`src/rtl/key_sched_pkg.sv`:
```
// Shared types, constants and the GF(2^8) doubling helper for the AES-128 key schedule sequencer.
// Optional key reuse on restart is enabled with the KEY_SCHED_REUSE_EN macro (see key_sched_ctrl).
package key_sched_pkg;

  typedef enum logic [2:0] {
    IDLE,
    LOAD,
    SUBW,
    EXPAND,
    DONE
  } ks_state_t;

  localparam int NR        = 10;
  localparam int KEY_BYTES = 16;
  localparam int SUBW_CYC  = 4;
  localparam logic [7:0] RCON_INIT = 8'h01;

  function automatic logic [7:0] xtime8(input logic [7:0] b);
    return {b[6:0], 1'b0} ^ (b[7] ? 8'h1b : 8'h00);
  endfunction

endpackage

```
`src/rtl/key_rcon_gen.sv`:
```
// Round index and round-constant registers for the key schedule.
// Stepping out of round 0 enters round 1 with RCON_INIT; later steps double rcon in GF(2^8).
module key_rcon_gen
  import key_sched_pkg::*;
(
  input  logic       clk,
  input  logic       rst,
  input  logic       clear,
  input  logic       step,
  output logic [7:0] rcon,
  output logic [3:0] round
);

  always_ff @(posedge clk or negedge rst) begin
    if (!rst) begin
      rcon  <= RCON_INIT;
      round <= '0;
    end else if (clear) begin
      rcon  <= RCON_INIT;
      round <= '0;
    end else if (step) begin
      round <= round + 4'd1;
      rcon  <= (round == 4'd0) ? RCON_INIT : xtime8(rcon);
    end
  end

endmodule

```
`src/rtl/key_sched_ctrl.sv`:
```
// Sequencer for the byte-serial AES-128 key expansion: load/SubWord/expand FSM, byte counter, S-box arbiter.
// Define KEY_SCHED_REUSE_EN to let start with a stored schedule finish immediately without re-expanding.
module key_sched_ctrl
  import key_sched_pkg::*;
(
  input  logic       clk,
  input  logic       rst,
  input  logic       start,
  input  logic       key_changed,
  input  logic       user_key_valid,
  output logic       user_key_ready,
  output logic       rk_valid,
  input  logic       rk_ready,
  input  logic       core_req,
  output logic       core_gnt,
  output logic       sb_sel,
  output logic       key_exp_en,
  output logic [4:0] state_counter,
  output logic [7:0] rcon,
  output logic [3:0] round,
  output logic       busy,
  output logic       done,
  output logic       key_stored
);

  localparam logic [4:0] LAST_BYTE  = 5'(KEY_BYTES - 1);
  localparam logic [4:0] SUBW_FIRST = 5'(KEY_BYTES);
  localparam logic [4:0] SUBW_LAST  = 5'(KEY_BYTES + SUBW_CYC - 1);
  localparam logic [3:0] LAST_ROUND = 4'(NR);

  ks_state_t  state, state_nxt;
  logic [4:0] cnt, cnt_nxt;
  logic       rc_clear, rc_step;
  logic       full_start;
  logic       reuse;
  logic       accept;

`ifdef KEY_SCHED_REUSE_EN
  assign reuse = key_stored;
`else
  assign reuse = 1'b0;
`endif

  assign accept        = user_key_valid && rk_ready;
  assign core_gnt      = core_req && (state != SUBW);
  assign state_counter = cnt;

  always_ff @(posedge clk or negedge rst) begin
    if (!rst) begin
      state      <= IDLE;
      cnt        <= '0;
      key_stored <= 1'b0;
    end else begin
      state <= state_nxt;
      cnt   <= cnt_nxt;
      if (key_changed || full_start)
        key_stored <= 1'b0;
      else if (state == DONE)
        key_stored <= 1'b1;
    end
  end

  always_comb begin
    state_nxt      = state;
    cnt_nxt        = cnt;
    rc_clear       = 1'b0;
    rc_step        = 1'b0;
    full_start     = 1'b0;
    user_key_ready = 1'b0;
    rk_valid       = 1'b0;
    key_exp_en     = 1'b0;
    sb_sel         = 1'b0;
    busy           = 1'b0;
    done           = 1'b0;
    unique case (state)
      IDLE, DONE: begin
        done = (state == DONE);
        if (start) begin
          if (reuse) begin
            state_nxt = DONE;
          end else begin
            state_nxt  = LOAD;
            cnt_nxt    = '0;
            rc_clear   = 1'b1;
            full_start = 1'b1;
          end
        end else begin
          state_nxt = IDLE;
        end
      end
      LOAD: begin
        busy           = 1'b1;
        user_key_ready = rk_ready;
        rk_valid       = user_key_valid;
        key_exp_en     = accept;
        if (accept) begin
          if (cnt == LAST_BYTE) begin
            state_nxt = SUBW;
            cnt_nxt   = SUBW_FIRST;
            rc_step   = 1'b1;
          end else begin
            cnt_nxt = cnt + 5'd1;
          end
        end
      end
      SUBW: begin
        busy       = 1'b1;
        sb_sel     = 1'b1;
        key_exp_en = 1'b1;
        if (cnt == SUBW_LAST) begin
          state_nxt = EXPAND;
          cnt_nxt   = '0;
        end else begin
          cnt_nxt = cnt + 5'd1;
        end
      end
      EXPAND: begin
        busy       = 1'b1;
        rk_valid   = 1'b1;
        key_exp_en = rk_ready;
        if (rk_ready) begin
          if (cnt != LAST_BYTE) begin
            cnt_nxt = cnt + 5'd1;
          end else if (round == LAST_ROUND) begin
            state_nxt = DONE;
            cnt_nxt   = '0;
          end else begin
            state_nxt = SUBW;
            cnt_nxt   = SUBW_FIRST;
            rc_step   = 1'b1;
          end
        end
      end
      default: state_nxt = IDLE;
    endcase
    // An abort overrides whatever the current state decided, including a same-cycle start.
    if (key_changed) begin
      state_nxt  = IDLE;
      cnt_nxt    = '0;
      rc_clear   = 1'b1;
      rc_step    = 1'b0;
      full_start = 1'b0;
    end
  end

  key_rcon_gen u_rcon (
    .clk   (clk),
    .rst   (rst),
    .clear (rc_clear),
    .step  (rc_step),
    .rcon  (rcon),
    .round (round)
  );

endmodule

```
`config.mk`:
```
export PLATFORM = sky130hd
export DESIGN_NAME = key_sched_ctrl
export DESIGN_NICKNAME = d
export VERILOG_FILES = /design/src/rtl/key_sched_pkg.sv /design/src/rtl/key_rcon_gen.sv /design/src/rtl/key_sched_ctrl.sv
export SDC_FILE = /design/constraint.sdc
export NUM_CORES = 1
export LEC_CHECK = 0
export CAP_MARGIN = 20
export CELL_PAD_IN_SITES_DETAIL_PLACEMENT = 1
export CELL_PAD_IN_SITES_GLOBAL_PLACEMENT = 2
export CORE_MARGIN = 2
export CORE_UTILIZATION = 29
export DETAILED_ROUTE_END_ITERATION = 10
export PLACE_DENSITY = 0.83
export SLEW_MARGIN = 15
export SYNTH_ARGS = -nofsm -noshare
export SYNTH_HDL_FRONTEND = slang
export SYNTH_SLANG_ARGS = --single-unit
```
`constraint.sdc`:
```
create_clock -name clk -period 2.65 [get_ports clk]
set_input_delay 0.265 -clock clk [delete_from_list [all_inputs] [get_ports clk]]
set_output_delay 0.265 -clock clk [all_outputs]
set_load 0.03 [all_outputs]
```
==> summary.txt, run 1 <==
Synthesis
  – Number of synthesized flops with an enable pin: 0
  – Synth unique cells: 43
  – Synthesized net count: about 140
  – Mapped Avg Cell Area: between 10 and 15 sq um
  – Syn Inst Count: between 100 and 150
  – Post-synthesis async set-or-reset flop share: 1.00
  – Top FF cell, synth: dfrtp_1
  – Yosys Warn Count: 0
  – Cell Area, Synth: ~1200 sq um
  – Number of synthesized register bits: 21
  – Seq/Total Area, Yosys: 0.421

Clock network
  – CTS resizes: 0
  – Setup repair bufs after CTS: 0
  – CTS H-tree lvls: 1
  – Hold Buf Count CTS: 0
  – CTS Buffer Depth: 2
  – TritonCTS clock tree: done
  – Total CTS buffers: 3
  – Latest clock arrival within the worst-skew pair: about 260 ps
  – Clock-pin slew on the worst setup and hold paths: around 80 ps
  – CTS sink count: 21
  – Clock Tree Root: clkbuf_8

STA
  – Tmin final: approximately 2300 ps
  – Setup TNS: 0 ps
  – Fin. max-slew vios: 0
  – Period utilization: 0.876
  – RSZ-0062 raised after global routing: no
  – WHS: approximately 350 ps
  – Final Skew: 2.76 ps
  – Peak Freq: between 400 and 500 MHz
  – Worst slew pin tran: between 500 and 600 ps
  – Fin. Hold Viols: 0
  – Max-slew headroom: 0.631
  – Final Setup Violations: 0

Placed design
  – DPL Wire Length: 2.42 mm
  – Placed cells: about 200
  – Port buffer count: 31
  – Placer Congestion: around 0.79

Finish
  – Antenna Diode Count: 0
  – Commonest cells after routing, fill and taps aside: clkdlybuf4s50_1, dfrtp_1, nor2_1
  – Fillers: 476
  – Cell Count, Final, Fillers Out: a little over 200
  – Most common cell after layout, fill and taps aside: clkdlybuf4s50_1
  – Nets: between 150 and 200
  – Multi-input gate area: 647 sq um
  – Area Overhead vs Synth: 30.1%
  – Layout cells sized above 1: 0.0789
  – FF+latch area: ~530 sq um

Power and ir drop
  – Worst VDD drop: 0.000195 V
  – Leakage: 0.679 nW
  – Power per cell area: ~380 nW/um^2

Setup path
  – CP bufs+invs: 1
  – CP arrival: 2060 ps
  – Worst setup EP type: output pin
  – CP peak stage delay: 730 ps
  – CP cell instances: a21oi_1 > nor3_1 > clkdlybuf4s50_1
  – CP max FO: 13
  – Kind of critical path: flop to output pin
  – CP delay by family, top: buffers and inverters
  – CP required: roughly 2400 ps
  – Worst path slowest cell: clkdlybuf4s50_1
  – Critical Path Source Type: flop

Worst hold path
  – Hold Path Class: primary input to async pin

Job
  – Max Cap Viol: 0

Global routing
  – Largest net degree at the start of global routing: 22
  – Vias in the first global route: between 1,000 and 1,500
  – Total GRT Usage: 0.137
  – Grt ovf: 0
  – Initial antenna violation count: 0
  – First-pass GRT wire length: 5.38 mm

Drt
  – Initial DRC count: 31
  – Avg Vias per Cell: 5.04
  – Vias: ~1,000
  – Antenna-violating nets left: 0
  – DRC Markers: 0
  – Final WL: 3.17 mm
  – Drt wl/cell: about 16 microns
  – DRT Pass-1 Iters: 4

Run status
  – Status: finished clean

Die
  – Die height: 69.7 microns
  – I/O pin total: 32
  – Starting Density: 0.306
  – Die area: 4850 sq um
  – Row cnt: 23
  – Die W: ~70 microns
  – Core area: a little over 4000 sq um
## cells by family (layout without fill, tap and decap cells)
family                   after synthesis  count (layout)  synth area share
AO/OA/AOI/OAI                         24              24             0.174
XOR/XNOR                               7               7            0.0491
adder cells (fa/ha/maj)                5               5            0.0501
buffers and inverters                 14              43            0.0611
flip-flops                            21              21             0.421
multiplexers                           2               2            0.0160
AND/OR/NAND/NOR                       50              50             0.228
## state kept, by name (all words and copies together) (netlist names)
register,cells
key_stored,1
state,3
state_counter,5
u_rcon.rcon,8
u_rcon.round,4
## final cells by class
type                       instances  share of cell area
clock inverter                     1             0.00308
inverter                           7              0.0162
multi-input combinational         88               0.398
timing repair buffer              32               0.195
tap                               50              0.0385
sequential                        21               0.324
clock buffer                       3              0.0254
## final timing paths
path                                   from              to  slack (ps)  cells after the start
min in group clk             u_rcon.rcon[5]  u_rcon.rcon[6]         530                      1
hold / removal                          rst  u_rcon.rcon[3]         350                      2
setup reg to reg           state_counter[1]  u_rcon.rcon[5]         380                      7
hold reg to reg              u_rcon.rcon[5]  u_rcon.rcon[6]         530                      1
max in group asynchronous               rst  u_rcon.rcon[0]        2020                      2
setup / recovery                   state[0]      key_exp_en         330                      3
## layer usage
metal  track usage  vias up  part of all wire
li1              -      496                 -
met1         0.183      503              0.46
met2         0.230       16              0.50
met3        0.0203        4             0.027
met4        0.0385        0            0.0088
met5             0        -                 0
## metrics by stage
step | setup slack [ps] | total power, mW | utilization | instance area (sq um)
floorplan | 497 | 0.378 | - | 1250
global placement | 441 | 0.412 | 0.387 | 1580
detailed placement | 389 | 0.414 | 0.387 | 1580
CTS | 329 | 0.626 | 0.398 | 1630
global route | 191 | 0.646 | 0.398 | 1630
finish | 328 | 0.616 | 0.398 | 1630
## worst reg2reg max path, delay by kind of cell (launching register included)
kind | cells | cell delay (ps)
simple gates | 3 | 870
fa+ha+maj | 2 | 480
compound gates | 2 | 450
flops | 1 | 410
## synthesized netlist by cell type (2+ instances only)
library cell  count  area (sq um)
a22o_1            7          61.3
mux2i_1           2          20.0
ha_1              5          62.6
buf_4             2          15.0
xor2_1            5          43.8
nor3_1            4          20.0
xnor2_1           2          17.5
nand3_1           3          15.0
a21oi_1           4          20.0
nand2b_1          4          25.0
nor2_1           14          52.6
nor3b_1           3          22.5
nand4_1           2          12.5
and2_1            3          18.8
dfrtp_1          20           500
o2bb2ai_1         3          26.3
inv_1             7          26.3
buf_6             2          22.5
and3_1            2          12.5
nor2b_1           2          12.5
nand2_1           5          18.8
## report_power, final
group | switching [mW] | internal (mW)
clock | 0.105 | 0.105
combinational | 0.0462 | 0.0317
sequential | 0.00587 | 0.322
total | 0.157 | 0.459
(Power assumes the default switching activity.)
==> run 2: changes to the inputs <==
--- a/config.mk
+++ b/config.mk
@@ -5,14 +5,15 @@
 export SDC_FILE = /design/constraint.sdc
 export NUM_CORES = 1
 export LEC_CHECK = 0
+export ABC_AREA = 1
 export CAP_MARGIN = 20
 export CELL_PAD_IN_SITES_DETAIL_PLACEMENT = 1
 export CELL_PAD_IN_SITES_GLOBAL_PLACEMENT = 2
 export CORE_MARGIN = 2
-export CORE_UTILIZATION = 29
+export CORE_UTILIZATION = 27
 export DETAILED_ROUTE_END_ITERATION = 10
-export PLACE_DENSITY = 0.83
-export SLEW_MARGIN = 15
+export PLACE_DENSITY = 0.84
+export REMOVE_ABC_BUFFERS = 1
 export SYNTH_ARGS = -nofsm -noshare
 export SYNTH_HDL_FRONTEND = slang
 export SYNTH_SLANG_ARGS = --single-unit
==> summary.txt, run 2 <==
Clock network
  – CTS resizes: 0
  – CTS H-tree lvls: 1
  – Hold Buf Count CTS: 0
  – TritonCTS clock tree: done
  – CTS Buffer Depth: 2
  – Clock-pin slew on the worst setup and hold paths: 80 ps
  – Total CTS buffers: 3
  – Clock Tree Root: clkbuf_8
  – Setup repair bufs after CTS: 0
  – Latest clock arrival within the worst-skew pair: ~260 ps
  – CTS sink count: 21

Synthesis
  – Synth unique cells: 25
  – Leading area contributor after synthesis: dfrtp_1
  – Cell Area, Synth: between 1000 and 1500 sq um
  – Mapped Avg Cell Area: 7.29 sq um
  – Post-Synth Simple-Gate Area: 0.363
  – Yosys Warn Count: 0
  – Compound-Gate Fraction of Synth Area: 0.0615
  – Synth Area in XOR/XNOR: 0.0386
  – Top FF cell, synth: dfrtp_1
  – Share of the synthesized area in the top cell type: 0.367
  – Main combinational cell family by area after synthesis: simple AND/OR/NAND/NOR gates
  – Post-synthesis adder-cell area fraction: 0.0459
  – Number of synthesized register bits: 21
  – Number of synthesized flops with an enable pin: 0
  – Most common cell in the synthesized netlist: nand2_1
  – Syn Inst Count: 187
  – Commonest cells in the netlist: nand2_1, inv_1, nand3_1
  – Post-synthesis async set-or-reset flop share: 1.00
  – Post-synthesis mux area share: 0
  – Seq/Total Area, Yosys: 0.387
  – Top cells by area, synth: dfrtp_1, nand2_1, nand3_1

Die
  – Die area: 5630 sq um
  – I/O pin total: 32
  – Die W: around 75 microns
  – Row cnt: 25
  – Starting Density: 0.285
  – Core area: around 4800 sq um
  – Die height: between 70 and 80 microns

Finish
  – Max FFs per register: 8
  – Area Overhead vs Synth: 31.2%
  – Top reg by flops: u_rcon.rcon
  – Nets: approximately 230
  – Cell Count, Final, Fillers Out: between 200 and 300
  – Layout cells sized above 1: 0.0955
  – Commonest cells after routing, fill and taps aside: nand2_1, clkdlybuf4s50_1, inv_1
  – Antenna Diode Count: 0
  – Fillers: a little over 600
  – Multi-input gate area: between 600 and 700 sq um
  – Most common cell after layout, fill and taps aside: nand2_1
  – FF+latch area: 527 sq um

Run status
  – Status: finished clean

Drt
  – Antenna-violating nets left: 0
  – Final WL: ~3.6 mm
  – Initial DRC count: 61
  – DRC Markers: 0
  – Drt wl/cell: approximately 13 microns
  – Avg Vias per Cell: 4.45
  – DRT Pass-1 Iters: 4
  – Vias: around 1,300

STA
  – Period utilization: 0.878
  – Fin. max-slew vios: 0
  – WHS: 356 ps
  – Final Setup Violations: 0
  – Worst slew pin tran: 388 ps
  – Peak Freq: about 430 MHz
  – Tmin final: ~2300 ps
  – Fin. Hold Viols: 0
  – Setup TNS: 0 ps
  – RSZ-0062 raised after global routing: no
  – Final Skew: about 4 ps
  – Max-slew headroom: 0.740

Worst hold path
  – Hold Path Class: primary input to async pin

Setup path
  – FF-to-FF End: u_rcon.rcon[7]
  – Worst path slowest cell: clkdlybuf4s50_1
  – CP peak stage delay: 690 ps
  – Critical Path Source Type: flop
  – Kind of critical path: flop to output pin
  – Worst setup EP type: output pin
  – FF-to-FF Start: state_counter[0]
  – Cells on worst reg2reg path: 11
  – R2R setup slack: ~610 ps
  – CP arrival: between 2000 and 2500 ps
  – CP max FO: 5
  – CP cell instances: nand2_2 > nor2_4 > inv_1 > nor2_1 > a21oi_1 > o21ai_0 > clkdlybuf4s50_1
  – CP required: between 2000 and 2500 ps

Power and ir drop
  – Leakage: approximately 0.86 nW
  – Power per cell area: around 670 nW/um^2
  – Pwr Total: ~1.2 mW
  – Worst VDD drop: ~0.00026 V

Global routing
  – First-pass GRT wire length: 6.07 mm
  – Initial antenna violation count: 0
  – Vias in the first global route: 1,239
  – Total GRT Usage: 0.141
  – Largest net degree at the start of global routing: 22
  – Grt ovf: 0

Placed design
  – Port buffer count: 31
  – Placed cells: roughly 280
  – Placer Congestion: around 0.79
  – DPL Wire Length: 2.80 mm

Job
  – Max Cap Viol: 0
## run 2: area by class of cell
cell class,count,share of cell area
well taps,67,0.0469
multi-input cells,131,0.388
clock inverters,1,0.00280
repair buffers,32,0.178
flip-flops and latches,21,0.295
clock buffers,3,0.0231
inverters,32,0.0672
## run 2: worst max-delay path by stage
stage / start / end / slack [ps]
final: state[0] / key_exp_en / 320
after global routing: state[2] / key_exp_en / 190
after CTS: state[0] / key_exp_en / 300
after detailed placement: rk_ready / key_exp_en / 510
after global placement: rk_ready / key_exp_en / 560
after floorplan: state_counter[0] / u_rcon.rcon[7] / 710
## run 2: kinds of logic (layout without fill, tap and decap cells)
kind of cell	count (synthesis)	after routing
adder cells (fa/ha/maj)	5	5
XOR/XNOR	6	6
buffers and inverters	35	68
AND/OR/NAND/NOR	104	104
flip-flops	21	21
AO/OA/AOI/OAI	16	16
## run 2: critical path: cells and delay by family, from the launching register on
kind / cells / cell delay [ps]
buffers and inverters: 2 / 760
DFF: 1 / 490
and+or+nand+nor: 3 / 400
AOI/OAI and AO/OA: 2 / 150
## run 2: metal layers
metal / global-route usage / share of wire / vias to the layer above
met5: 0 / 0 / -
met4: 0.0417 / 0.011 / 0
met2: 0.221 / 0.45 / 20
met3: 0.0161 / 0.026 / 2
li1: - / - / 655
met1: 0.203 / 0.51 / 599
## run 2: report_power, final
group,internal (mW),switching (mW)
clock,0.105,0.115
combinational,0.192,0.388
sequential,0.347,0.0489
## run 2: through the flow
stage	area [sq um]	utilization	setup WS [ps]
final	1790	0.374	323
after global placement	1740	0.364	556
after global routing	1790	0.374	194
after CTS	1790	0.374	304
after floorplan	1340	-	713
after detailed placement	1740	0.364	505
